### src/rtl/rv32i_pkg.sv
// Shared definitions for the memory arbiter: FSM state encoding,
// requester port indices and the full-word byte-enable constant.
package rv32i_pkg;

  typedef enum logic [1:0] {
    ST_IDLE   = 2'd0,
    ST_ACCESS = 2'd1,
    ST_RESP   = 2'd2
  } arb_state_t;

  localparam logic       PORT_IF = 1'b0;
  localparam logic       PORT_LS = 1'b1;
  localparam logic [3:0] BE_FULL = 4'b1111;

endpackage

### src/rtl/mem_arb_sel.sv
// Combinational 2-way winner select. Fixed priority gives load/store the
// win on contention; with rr_en set, contention goes to the port that was
// not granted most recently.
module mem_arb_sel
  import rv32i_pkg::*;
#(
  parameter bit rr_en = 1'b0
) (
  input  logic if_req,
  input  logic ls_req,
  input  logic last_owner,
  output logic any_req,
  output logic winner
);

  // Pick a single winner; only meaningful while any_req is high.
  always_comb begin
    any_req = if_req | ls_req;
    winner  = PORT_IF;
    if (if_req && ls_req) begin
      winner = rr_en ? ~last_owner : PORT_LS;
    end else if (ls_req) begin
      winner = PORT_LS;
    end
  end

endmodule

### src/rtl/mem_arbiter.sv
// Two-port memory arbiter: instruction fetch (port 0, read-only) and
// load/store (port 1) share one memory port. One transaction in flight:
// IDLE grants, ACCESS drives memory until mem_ready, RESP pulses rvalid.
// Build option: define MEM_ARB_RR_EN for round-robin arbitration on
// contention; otherwise load/store has fixed priority.
module mem_arbiter
  import rv32i_pkg::*;
#(
  parameter int width = 32
) (
  input  logic             clk,
  input  logic             reset,
  input  logic             if_req,
  input  logic [width-1:0] if_addr,
  input  logic             ls_req,
  input  logic [width-1:0] ls_addr,
  input  logic             ls_we,
  input  logic [width-1:0] ls_wdata,
  input  logic [3:0]       ls_be,
  output logic             if_gnt,
  output logic             ls_gnt,
  output logic             if_rvalid,
  output logic             ls_rvalid,
  output logic [width-1:0] rdata,
  output logic             mem_en,
  output logic             mem_we,
  output logic [width-1:0] mem_addr,
  output logic [width-1:0] mem_wdata,
  output logic [3:0]       mem_be,
  input  logic [width-1:0] mem_rdata,
  input  logic             mem_ready
);

  arb_state_t       state, state_next;
  logic             any_req, winner;
  logic             owner;
  logic             sel_last;
  logic             lat_we;
  logic [width-1:0] lat_addr, lat_wdata;
  logic [3:0]       lat_be;

`ifdef MEM_ARB_RR_EN
  // The transaction owner flop doubles as the last-granted record.
  assign sel_last = owner;
  localparam bit RR = 1'b1;
`else
  assign sel_last = PORT_IF;
  localparam bit RR = 1'b0;
`endif

  mem_arb_sel #(.rr_en(RR)) u_sel (
    .if_req     (if_req),
    .ls_req     (ls_req),
    .last_owner (sel_last),
    .any_req    (any_req),
    .winner     (winner)
  );

  // State register.
  always_ff @(posedge clk or posedge reset) begin
    if (reset) state <= ST_IDLE;
    else       state <= state_next;
  end

  // Next-state and handshake outputs.
  always_comb begin
    state_next = state;
    if_gnt     = 1'b0;
    ls_gnt     = 1'b0;
    if_rvalid  = 1'b0;
    ls_rvalid  = 1'b0;
    mem_en     = 1'b0;
    mem_we     = 1'b0;
    case (state)
      ST_IDLE: begin
        if (any_req) begin
          if_gnt     = (winner == PORT_IF);
          ls_gnt     = (winner == PORT_LS);
          state_next = ST_ACCESS;
        end
      end
      ST_ACCESS: begin
        mem_en = 1'b1;
        mem_we = lat_we;
        if (mem_ready) state_next = ST_RESP;
      end
      ST_RESP: begin
        if_rvalid  = (owner == PORT_IF);
        ls_rvalid  = (owner == PORT_LS);
        state_next = ST_IDLE;
      end
      default: state_next = ST_IDLE;
    endcase
  end

  // Latch the winning request at grant and capture read data on completion.
  always_ff @(posedge clk or posedge reset) begin
    if (reset) begin
      owner     <= PORT_IF;
      lat_we    <= 1'b0;
      lat_addr  <= '0;
      lat_wdata <= '0;
      lat_be    <= '0;
      rdata     <= '0;
    end else begin
      if (state == ST_IDLE && any_req) begin
        owner <= winner;
        if (winner == PORT_LS) begin
          lat_we    <= ls_we;
          lat_addr  <= ls_addr;
          lat_wdata <= ls_wdata;
          lat_be    <= ls_be;
        end else begin
          lat_we    <= 1'b0;
          lat_addr  <= if_addr;
          lat_wdata <= '0;
          lat_be    <= BE_FULL;
        end
      end
      if (state == ST_ACCESS && mem_ready) rdata <= mem_rdata;
    end
  end

  assign mem_addr  = lat_addr;
  assign mem_wdata = lat_wdata;
  assign mem_be    = lat_be;

endmodule

### config.mk
export PLATFORM = sky130hd
export DESIGN_NAME = mem_arbiter
export DESIGN_NICKNAME = d
export VERILOG_FILES = /design/src/rtl/rv32i_pkg.sv /design/src/rtl/mem_arb_sel.sv /design/src/rtl/mem_arbiter.sv
export SDC_FILE = /design/constraint.sdc
export NUM_CORES = 1
export LEC_CHECK = 0
export BUFFER_PORTS_ARGS = -buffer_cell sky130_fd_sc_hd__clkbuf_2
export CAP_MARGIN = 20
export CORE_ASPECT_RATIO = 0.6
export CORE_MARGIN = 10
export CORE_UTILIZATION = 35
export CTS_CLUSTER_DIAMETER = 80
export CTS_CLUSTER_SIZE = 20
export DETAILED_ROUTE_END_ITERATION = 10
export GPL_ROUTABILITY_DRIVEN = 1
export PLACE_DENSITY = 0.6
export REMOVE_ABC_BUFFERS = 1
export SLEW_MARGIN = 20
export SYNTH_ARGS = -nofsm -noshare
export SYNTH_HDL_FRONTEND = slang
export SYNTH_HIERARCHICAL = 1
export SYNTH_SLANG_ARGS = --single-unit
### constraint.sdc
create_clock -name clk -period 3.48 [get_ports clk]
set_clock_uncertainty 0.1 [all_clocks]
set_input_delay 0.174 -clock clk [delete_from_list [all_inputs] [get_ports clk]]
set_output_delay 0.174 -clock clk [all_outputs]
set_load 0.01 [all_outputs]
# Word-level counts from Yosys, hierarchy flattened
# Index checks and enable logic that the tools add are counted.
# word_totals
register_bits,104
inputBits,138
out_inout_bits,106
wordCells,36
# classes
n_eq_ne,4
n_mux,17
n_bitwise,3
n_reduce_logical,5
# op_table
operator,count
2-to-1 mux 32 bit,2
2-to-1 mux 1 bit,11
2-to-1 mux 2 bit,2
2-to-1 mux 4 bit,1
inequality test 2 bit (second input constant),2
case mux 2 bit (2 select lines),1
logical AND 1 bit,3
== test 2 x 1 -> 1 bit (second input constant),1
== test 2 bit (second input constant),1
zero test 2 bit,1
NOT 1 bit,2
AND reduction 2 bit,1
OR 1 bit,1

# Depth between registers and ports, before layout
# Gate-level depths: netlist (run 1).
# logic_depth
word_depth,5
ltp_mapped,6
depth_no_buf,3

# Cells and area by module
# The synthesis (run 1) kept the hierarchy.
# modules_own_cells
mod,n_inst,cells_per_inst,area_per_inst_um2,seq_area_each_um2
mem_arbiter,1,340,4815.9,2602.5
mem_arb_sel,1,2,10.0,0.0

# Worst setup path after synthesis (run 1)
# Ideal clock, no wire load.
# synth_timing
kind,register to register
startpoint,register state[0]
endpoint,register lat_addr[0] (netlist: mem_addr[0])
setup_ns,0.125
arrival_ns,1.235
required_time_ns,3.255
path_slack_ns,2.020
path_stages_with_launch,5
path_buffers,2
period_less_slack_ns,1.460
cell_sequence,dfrtp_1 -> nor3b_2 -> buf_6 -> buf_8 -> mux2_4
# synth_between
elab_chain_len,2
# synth_lines
item,line_no,source
start: declaration,mem_arbiter.sv:34,"arb_state_t state, state_next;"
start signal: assignment,mem_arbiter.sv:62,else state <= state_next;
zero test 2 bit,mem_arbiter.sv:106,if (state == ST_IDLE && any_req) begin
logical AND 1 bit,mem_arbiter.sv:106,
end signal: assignment,mem_arbiter.sv:110,lat_addr <= ls_addr;
end signal: assignment,mem_arbiter.sv:115,lat_addr <= if_addr;
end: declaration,mem_arbiter.sv:39,"logic [width-1:0] lat_addr, lat_wdata;"
# No other way between the ends.
# A chain may end at the register's enable or synchronous reset.

# Worst setup path in the final report (run 1)
# layout_timing
startpoint,register state[0]
endpoint,output if_gnt
# layout_between
elab_chain_len,2
# layout_lines
item,line_no,source
zero test 2 bit,mem_arbiter.sv:74,case (state)
2-to-1 mux 1 bit,mem_arbiter.sv:74,
end: declaration,mem_arbiter.sv:20,"output logic if_gnt,"
# No other way between the ends.

==> impl_metrics.xml, run 1 <==
<?xml version="1.0" encoding="UTF-8"?>
<metrics>
  <group name="status">
    <metric name="outcome" unit="">complete, no violations</metric>
  </group>
  <group name="critical_path">
    <metric name="worstPathRequired" unit="ps">3210</metric>
    <metric name="worst-r2r-cell-count" unit="">3</metric>
    <metric name="start_kind" unit="">flip-flop</metric>
    <metric name="timing.rr.start" unit="">state[0]$_DFFE_PP0P_</metric>
    <metric name="worstSetupStartpoint" unit="">state[0]$_DFFE_PP0P_</metric>
    <metric name="critPathCaptureType" unit="">output port</metric>
    <metric name="worstSetupPathDepth" unit="">4</metric>
    <metric name="critical_path.top_delay_family" unit="">buffers and inverters</metric>
    <metric name="critical_path.max_fanout" unit="">44</metric>
    <metric name="critical_path.endpoint" unit="">if_gnt</metric>
    <metric name="worst_path_largest_cell_delay" unit="ps">630</metric>
    <metric name="start_to_end_type_of_the_worst_setup_path" unit="">reg2out</metric>
    <metric name="crit_arrival" unit="ps">2050</metric>
    <metric name="cells_traversed_along_the_worst_timing_path" unit="">nor3b_4 &gt; buf_4 &gt; nor2b_1 &gt; clkbuf_2</metric>
    <metric name="regToRegEndpoint" unit="">mem_addr[22]$_DFFE_PP0P_</metric>
    <metric name="cp_slowest_cell" unit="">sky130_fd_sc_hd__buf_4</metric>
    <metric name="worst-r2r-setup-slack" unit="ps">1540</metric>
    <metric name="critPathBufInv" unit="">2</metric>
  </group>
  <group name="sta">
    <metric name="min_period_over_period" unit="%">66.7</metric>
    <metric name="tightest_slew" unit="ps">789</metric>
    <metric name="fmax" unit="MHz">431</metric>
    <metric name="whs" unit="ps">22.9</metric>
    <metric name="fin_hold_viols" unit="">0</metric>
    <metric name="setup_total_negative_slack" unit="ps">0</metric>
    <metric name="setup-violations-final" unit="">0</metric>
    <metric name="final_max_slew_viol_count" unit="">0</metric>
    <metric name="final_period_minus_worst_setup_slack" unit="ps">2320</metric>
    <metric name="grt_setup_unrepaired" unit="">no</metric>
    <metric name="maxSlewHeadroom" unit="%">47.4</metric>
  </group>
  <group name="cells_and_area">
    <metric name="finalCoreUtilization" unit="%">52.1</metric>
    <metric name="finalNetCount" unit="">783</metric>
    <metric name="drive_above_1_share" unit="%">53.2</metric>
    <metric name="fillers" unit="">1209</metric>
    <metric name="finish.cell_count_without_fillers" unit="">826</metric>
    <metric name="final_cell_mix" unit="">sky130_fd_sc_hd__clkbuf_2, sky130_fd_sc_hd__dfrtp_1, sky130_fd_sc_hd__dlygate4sd3_1, sky130_fd_sc_hd__mux2_4, sky130_fd_sc_hd__mux2_2</metric>
    <metric name="area_growth_syn_to_layout" unit="%">46.7</metric>
    <metric name="layout.cells.most_common" unit="">sky130_fd_sc_hd__clkbuf_2</metric>
  </group>
  <group name="power_and_ir_drop">
    <metric name="irDropWorstVdd" unit="mV">0.350</metric>
    <metric name="cellPowerDensity" unit="mW/mm^2">810</metric>
    <metric name="static-leakage-power" unit="nW">3.69</metric>
  </group>
  <group name="placement">
    <metric name="place.port_buffers" unit="">243</metric>
    <metric name="detailed_placer_s_ending_hpwl" unit="mm">10.5</metric>
    <metric name="gp_routability_congestion" unit="">0.746</metric>
    <metric name="dp.cells" unit="">744</metric>
  </group>
  <group name="grt">
    <metric name="first_global_vias" unit="">4181</metric>
    <metric name="initial_antenna_violation_count" unit="">1</metric>
    <metric name="global_route_wire_length_before_repair" unit="mm">23.1</metric>
    <metric name="maximum_number_of_pins_on_one_net_before_global_route_repair" unit="">73</metric>
    <metric name="gr-total-overflow" unit="">0</metric>
    <metric name="groute.usage.overall" unit="%">15.1</metric>
  </group>
  <group name="route">
    <metric name="post_drt_wl_per_cell" unit="um">17.5</metric>
    <metric name="routed-via-count" unit="">3597</metric>
    <metric name="vias_per_cell" unit="">4.35</metric>
    <metric name="drt_first_iter_violations" unit="">133</metric>
    <metric name="firstDrtPassIters" unit="">4</metric>
    <metric name="wirelength" unit="mm">14.4</metric>
    <metric name="detail_route.drc_violations" unit="">0</metric>
    <metric name="drt.antenna.violating_nets" unit="">0</metric>
  </group>
  <group name="clocking">
    <metric name="htree_num_levels" unit="">3</metric>
    <metric name="clkSlewWorstSetupHoldPaths" unit="ps">70</metric>
    <metric name="clkSinkCount" unit="">104</metric>
    <metric name="max-clock-path-buffers" unit="">2</metric>
    <metric name="postCtsSetupRepairBufs" unit="">0</metric>
    <metric name="cts_made_buffers" unit="">9</metric>
    <metric name="tritoncts" unit="">done</metric>
    <metric name="root_buffer" unit="">sky130_fd_sc_hd__clkbuf_16</metric>
    <metric name="insertion_delay" unit="ps">340</metric>
  </group>
  <group name="floorplanning">
    <metric name="dieWidth" unit="um">172</metric>
    <metric name="die_y" unit="um">111</metric>
    <metric name="floorplan.initialDensity" unit="%">35.5</metric>
    <metric name="floorplan.die_area" unit="mm^2">0.0190</metric>
    <metric name="cell_row_count" unit="">33</metric>
    <metric name="ioPinCount" unit="">244</metric>
    <metric name="design.core.area" unit="mm^2">0.0136</metric>
  </group>
  <group name="synth">
    <metric name="synth-warning-count" unit="">6</metric>
    <metric name="netlist_instances" unit="">341</metric>
    <metric name="avgSynthCellArea" unit="um^2">14.1</metric>
    <metric name="synth_area" unit="mm^2">0.00482</metric>
  </group>
  <group name="worst_hold_path">
    <metric name="kind_of_path_behind_the_tightest_hold_check" unit="">in2reg</metric>
  </group>
  <group name="run">
    <metric name="reported_max_cap_violation_count" unit="">0</metric>
  </group>
</metrics>
## worst min-delay path, stage by stage
cell                       delay [ps]
sky130_fd_sc_hd__clkbuf_2         100
sky130_fd_sc_hd__nand2_1           70
sky130_fd_sc_hd__mux2i_1           70
## sequential cells by signal, indices dropped and copies added (netlist names)
register	cells
mem_addr	32
mem_be	4
lat_we	1
rdata	32
state	2
owner	1
mem_wdata	32
## cell type report
| type | count | area, um^2 | share of cell area, % |
|---|---|---|---|
| Inverter | 36 | 138 | 1.95 |
| Antenna cell | 1 | 2.50 | 0.0354 |
| Clock inverter | 7 | 101 | 1.43 |
| Tap cell | 175 | 219 | 3.10 |
| Clock buffer | 9 | 225 | 3.18 |
| Timing Repair Buffer | 313 | 1920 | 27.1 |
| Multi-Input combinational cell | 181 | 1870 | 26.4 |
| Sequential cell | 104 | 2600 | 36.8 |
## power by group
part | internal [mW] | total [mW] | switching [mW]
clock | 0.637 | 1.11 | 0.472
combinational | 1.28 | 2.44 | 1.16
sequential | 1.82 | 2.18 | 0.365
## layer usage
metal	part of all wire (%)	up-vias	track usage [%]
li1	-	1726	-
met1	42	1708	17.9
met2	46	148	24.2
met3	11	15	7.08
met4	1.2	0	3.52
met5	0	-	0
## stage by stage
step                      instance area, um^2  power [mW]  setup WS (ps)
final                                    7070        5.73           1160
after global routing                     7070        6.10           1020
after CTS                                7070        5.82           1130
after detailed placement                 6090        4.61           1510
after global placement                   6090        4.55           1510
after floorplan                          4600        3.66          -1860
## worst min-delay path by stage
stage,end,depth (start not counted),start
5_1_grt,mem_wdata[10]$_DFFE_PP0P_,3,ls_wdata[10]
3_5_place_dp,rdata[10]$_DFFE_PP0P_,2,reset
4_1_cts,mem_wdata[10]$_DFFE_PP0P_,3,ls_wdata[10]
2_1_floorplan,rdata[16]$_DFFE_PP0P_,1,mem_rdata[16]
6_report,mem_wdata[10]$_DFFE_PP0P_,3,ls_wdata[10]
3_3_place_gp,rdata[10]$_DFFE_PP0P_,2,reset
## repair_timing
item	4_1_cts	5_1_grt
endpoints found under the hold margin	124	0
resized for setup	0	0
hold buffers	65	0
No activity file was read; power rests on OpenSTA's default activity.
==> run 2, diff against run 1 <==
- clock period: 3.48 -> 2.2 ns (I/O delays scaled with it)
==> impl_metrics.xml, run 2 (synthesis gave the netlist of run 1 again) <==
<?xml version="1.0" encoding="UTF-8"?>
<metrics>
  <group name="critical_path">
    <metric name="critPathCaptureType" unit="">output port</metric>
    <metric name="start_kind" unit="">flip-flop</metric>
    <metric name="critical_path.max_fanout" unit="">34</metric>
    <metric name="start_to_end_type_of_the_worst_setup_path" unit="">reg2out</metric>
    <metric name="worst-r2r-cell-count" unit="">3</metric>
    <metric name="worstPathRequired" unit="ps">1990</metric>
    <metric name="crit_arrival" unit="ps">1760</metric>
  </group>
  <group name="floorplanning">
    <metric name="floorplan.initialDensity" unit="%">35.5</metric>
    <metric name="die_y" unit="um">111</metric>
    <metric name="floorplan.die_area" unit="mm^2">0.0190</metric>
    <metric name="ioPinCount" unit="">244</metric>
    <metric name="cell_row_count" unit="">33</metric>
    <metric name="dieWidth" unit="um">172</metric>
    <metric name="design.core.area" unit="mm^2">0.0136</metric>
  </group>
  <group name="sta">
    <metric name="postLayoutSetupSlackWorst" unit="ps">230</metric>
    <metric name="maxSlewHeadroom" unit="%">63.1</metric>
    <metric name="whs" unit="ps">15.8</metric>
    <metric name="setup-violations-final" unit="">0</metric>
    <metric name="grt_setup_unrepaired" unit="">no</metric>
    <metric name="final_max_slew_viol_count" unit="">0</metric>
    <metric name="min_period_over_period" unit="%">89.6</metric>
    <metric name="tightest_slew" unit="ps">553</metric>
    <metric name="fin_hold_viols" unit="">0</metric>
    <metric name="final_period_minus_worst_setup_slack" unit="ps">1970</metric>
    <metric name="fmax" unit="MHz">508</metric>
  </group>
  <group name="status">
    <metric name="outcome" unit="">complete, no violations</metric>
  </group>
  <group name="grt">
    <metric name="first_global_vias" unit="">4110</metric>
    <metric name="global_route_wire_length_before_repair" unit="mm">22.6</metric>
    <metric name="gr-total-overflow" unit="">0</metric>
    <metric name="maximum_number_of_pins_on_one_net_before_global_route_repair" unit="">43</metric>
    <metric name="groute.usage.overall" unit="%">14.8</metric>
    <metric name="initial_antenna_violation_count" unit="">0</metric>
  </group>
  <group name="power_and_ir_drop">
    <metric name="irDropWorstVdd" unit="mV">0.541</metric>
    <metric name="static-leakage-power" unit="nW">3.74</metric>
    <metric name="cellPowerDensity" unit="mW/mm^2">1260</metric>
  </group>
  <group name="route">
    <metric name="wirelength" unit="mm">14.4</metric>
    <metric name="vias_per_cell" unit="">4.35</metric>
    <metric name="drt_first_iter_violations" unit="">144</metric>
    <metric name="firstDrtPassIters" unit="">4</metric>
    <metric name="detail_route.drc_violations" unit="">0</metric>
    <metric name="routed-via-count" unit="">3632</metric>
    <metric name="drt.antenna.violating_nets" unit="">0</metric>
    <metric name="post_drt_wl_per_cell" unit="um">17.2</metric>
  </group>
  <group name="worst_hold_path">
    <metric name="hold_depth" unit="">3</metric>
    <metric name="kind_of_path_behind_the_tightest_hold_check" unit="">in2reg</metric>
  </group>
  <group name="cells_and_area">
    <metric name="final_cell_mix" unit="">sky130_fd_sc_hd__clkbuf_2, sky130_fd_sc_hd__dfrtp_1, sky130_fd_sc_hd__dlygate4sd3_1, sky130_fd_sc_hd__mux2_4, sky130_fd_sc_hd__mux2_2</metric>
    <metric name="area_growth_syn_to_layout" unit="%">49.0</metric>
    <metric name="layout.cells.most_common" unit="">sky130_fd_sc_hd__clkbuf_2</metric>
    <metric name="finalNetCount" unit="">793</metric>
    <metric name="drive_above_1_share" unit="%">52.6</metric>
    <metric name="finalCoreUtilization" unit="%">52.9</metric>
    <metric name="antenna_cells_inserted" unit="">0</metric>
  </group>
  <group name="clocking">
    <metric name="insertion_delay" unit="ps">330</metric>
    <metric name="tritoncts" unit="">done</metric>
    <metric name="root_buffer" unit="">sky130_fd_sc_hd__clkbuf_16</metric>
    <metric name="max-clock-path-buffers" unit="">2</metric>
    <metric name="clkSinkCount" unit="">104</metric>
    <metric name="clkSlewWorstSetupHoldPaths" unit="ps">80</metric>
    <metric name="cts_made_buffers" unit="">9</metric>
    <metric name="cts-resized-gates" unit="">0</metric>
    <metric name="htree_num_levels" unit="">3</metric>
  </group>
  <group name="placement">
    <metric name="detailed_placer_s_ending_hpwl" unit="mm">10.9</metric>
    <metric name="place_ws" unit="ps">533</metric>
    <metric name="gp_routability_congestion" unit="">0.750</metric>
    <metric name="place.port_buffers" unit="">243</metric>
  </group>
  <group name="run">
    <metric name="reported_max_cap_violation_count" unit="">0</metric>
  </group>
</metrics>
==> run 2: cell types whose count changed in the layout (fill, tap and decap cells not counted) <==
cell and delta:
sky130_fd_sc_hd__buf_12 +3, sky130_fd_sc_hd__dlygate4sd3_1 +8, sky130_fd_sc_hd__diode_2 -1, sky130_fd_sc_hd__clkbuf_8 +1
sky130_fd_sc_hd__clkinvlp_4 -1, sky130_fd_sc_hd__buf_4 -1, sky130_fd_sc_hd__bufinv_16 -1, sky130_fd_sc_hd__clkbuf_1 +1
==> run 2: worst paths after layout <==
| kind | from | endpoint | slack (ps) |
|---|---|---|---|
| hold reg to reg | rdata[17]$_DFFE_PP0P_ | rdata[17]$_DFFE_PP0P_ | 400 |
| setup / recovery | state[0]$_DFFE_PP0P_ | if_gnt | 230 |
| max in group asynchronous | reset | lat_we$_DFFE_PP0P_ | 1180 |
| hold / removal | ls_addr[16] | mem_addr[16]$_DFFE_PP0P_ | 20 |
| setup reg to reg | state[0]$_DFFE_PP0P_ | mem_addr[19]$_DFFE_PP0P_ | 540 |
| min in group asynchronous | reset | rdata[6]$_DFFE_PP0P_ | 270 |
==> run 2: report_power, final <==
group / switching, mW / total, mW / leakage [nW] / internal, mW
logic: 1.86 / 3.93 / 2.34 / 2.07
clock network: 0.721 / 1.65 / 0.147 / 0.925
registers: 0.589 / 3.47 / 1.25 / 2.88
==> run 2: stage by stage <==
stage / instances / power [mW] / instance area [um^2] / setup TNS (ps)
floorplan: 321 / 5.56 / 4600 / -297550
global placement: 746 / 7.26 / 6150 / 0
detailed placement: 746 / 7.37 / 6150 / 0
CTS: 834 / 9.18 / 7170 / 0
global route: 835 / 9.62 / 7180 / 0
finish: 835 / 9.04 / 7180 / 0
==> run 2: final cells by class <==
| class | instances | area [um^2] |
|---|---|---|
| Inverter | 36 | 138 |
| Timing Repair Buffer | 323 | 2050 |
| Clock buffer | 11 | 243 |
| Tap cell | 175 | 219 |
| Sequential cell | 104 | 2600 |
| Multi-Input combinational cell | 181 | 1870 |
| Fill cell | 1155 | 6400 |
| Clock inverter | 5 | 63.8 |
==> run 2: repair_timing <==
item                      in CTS  in global routing
buffers inserted               0                  0
hold endpoints to repair     104                  1
hold buffers                  72                  1
==> run 2: routing by layer <==
layer	track usage (%)	wire length, um	up-vias
li1	-	-	1754
met1	17.7	6060	1722
met2	23.3	6550	147
met3	7.65	1680	9
met4	2.94	106	0
met5	0	0	-
==> run 2: critical path, stage by stage (launching register included) <==
cell	delay, ps
sky130_fd_sc_hd__dfrtp_1	460
sky130_fd_sc_hd__nor3b_4	340
sky130_fd_sc_hd__buf_12	290
sky130_fd_sc_hd__nor2b_1	160
sky130_fd_sc_hd__clkbuf_2	140
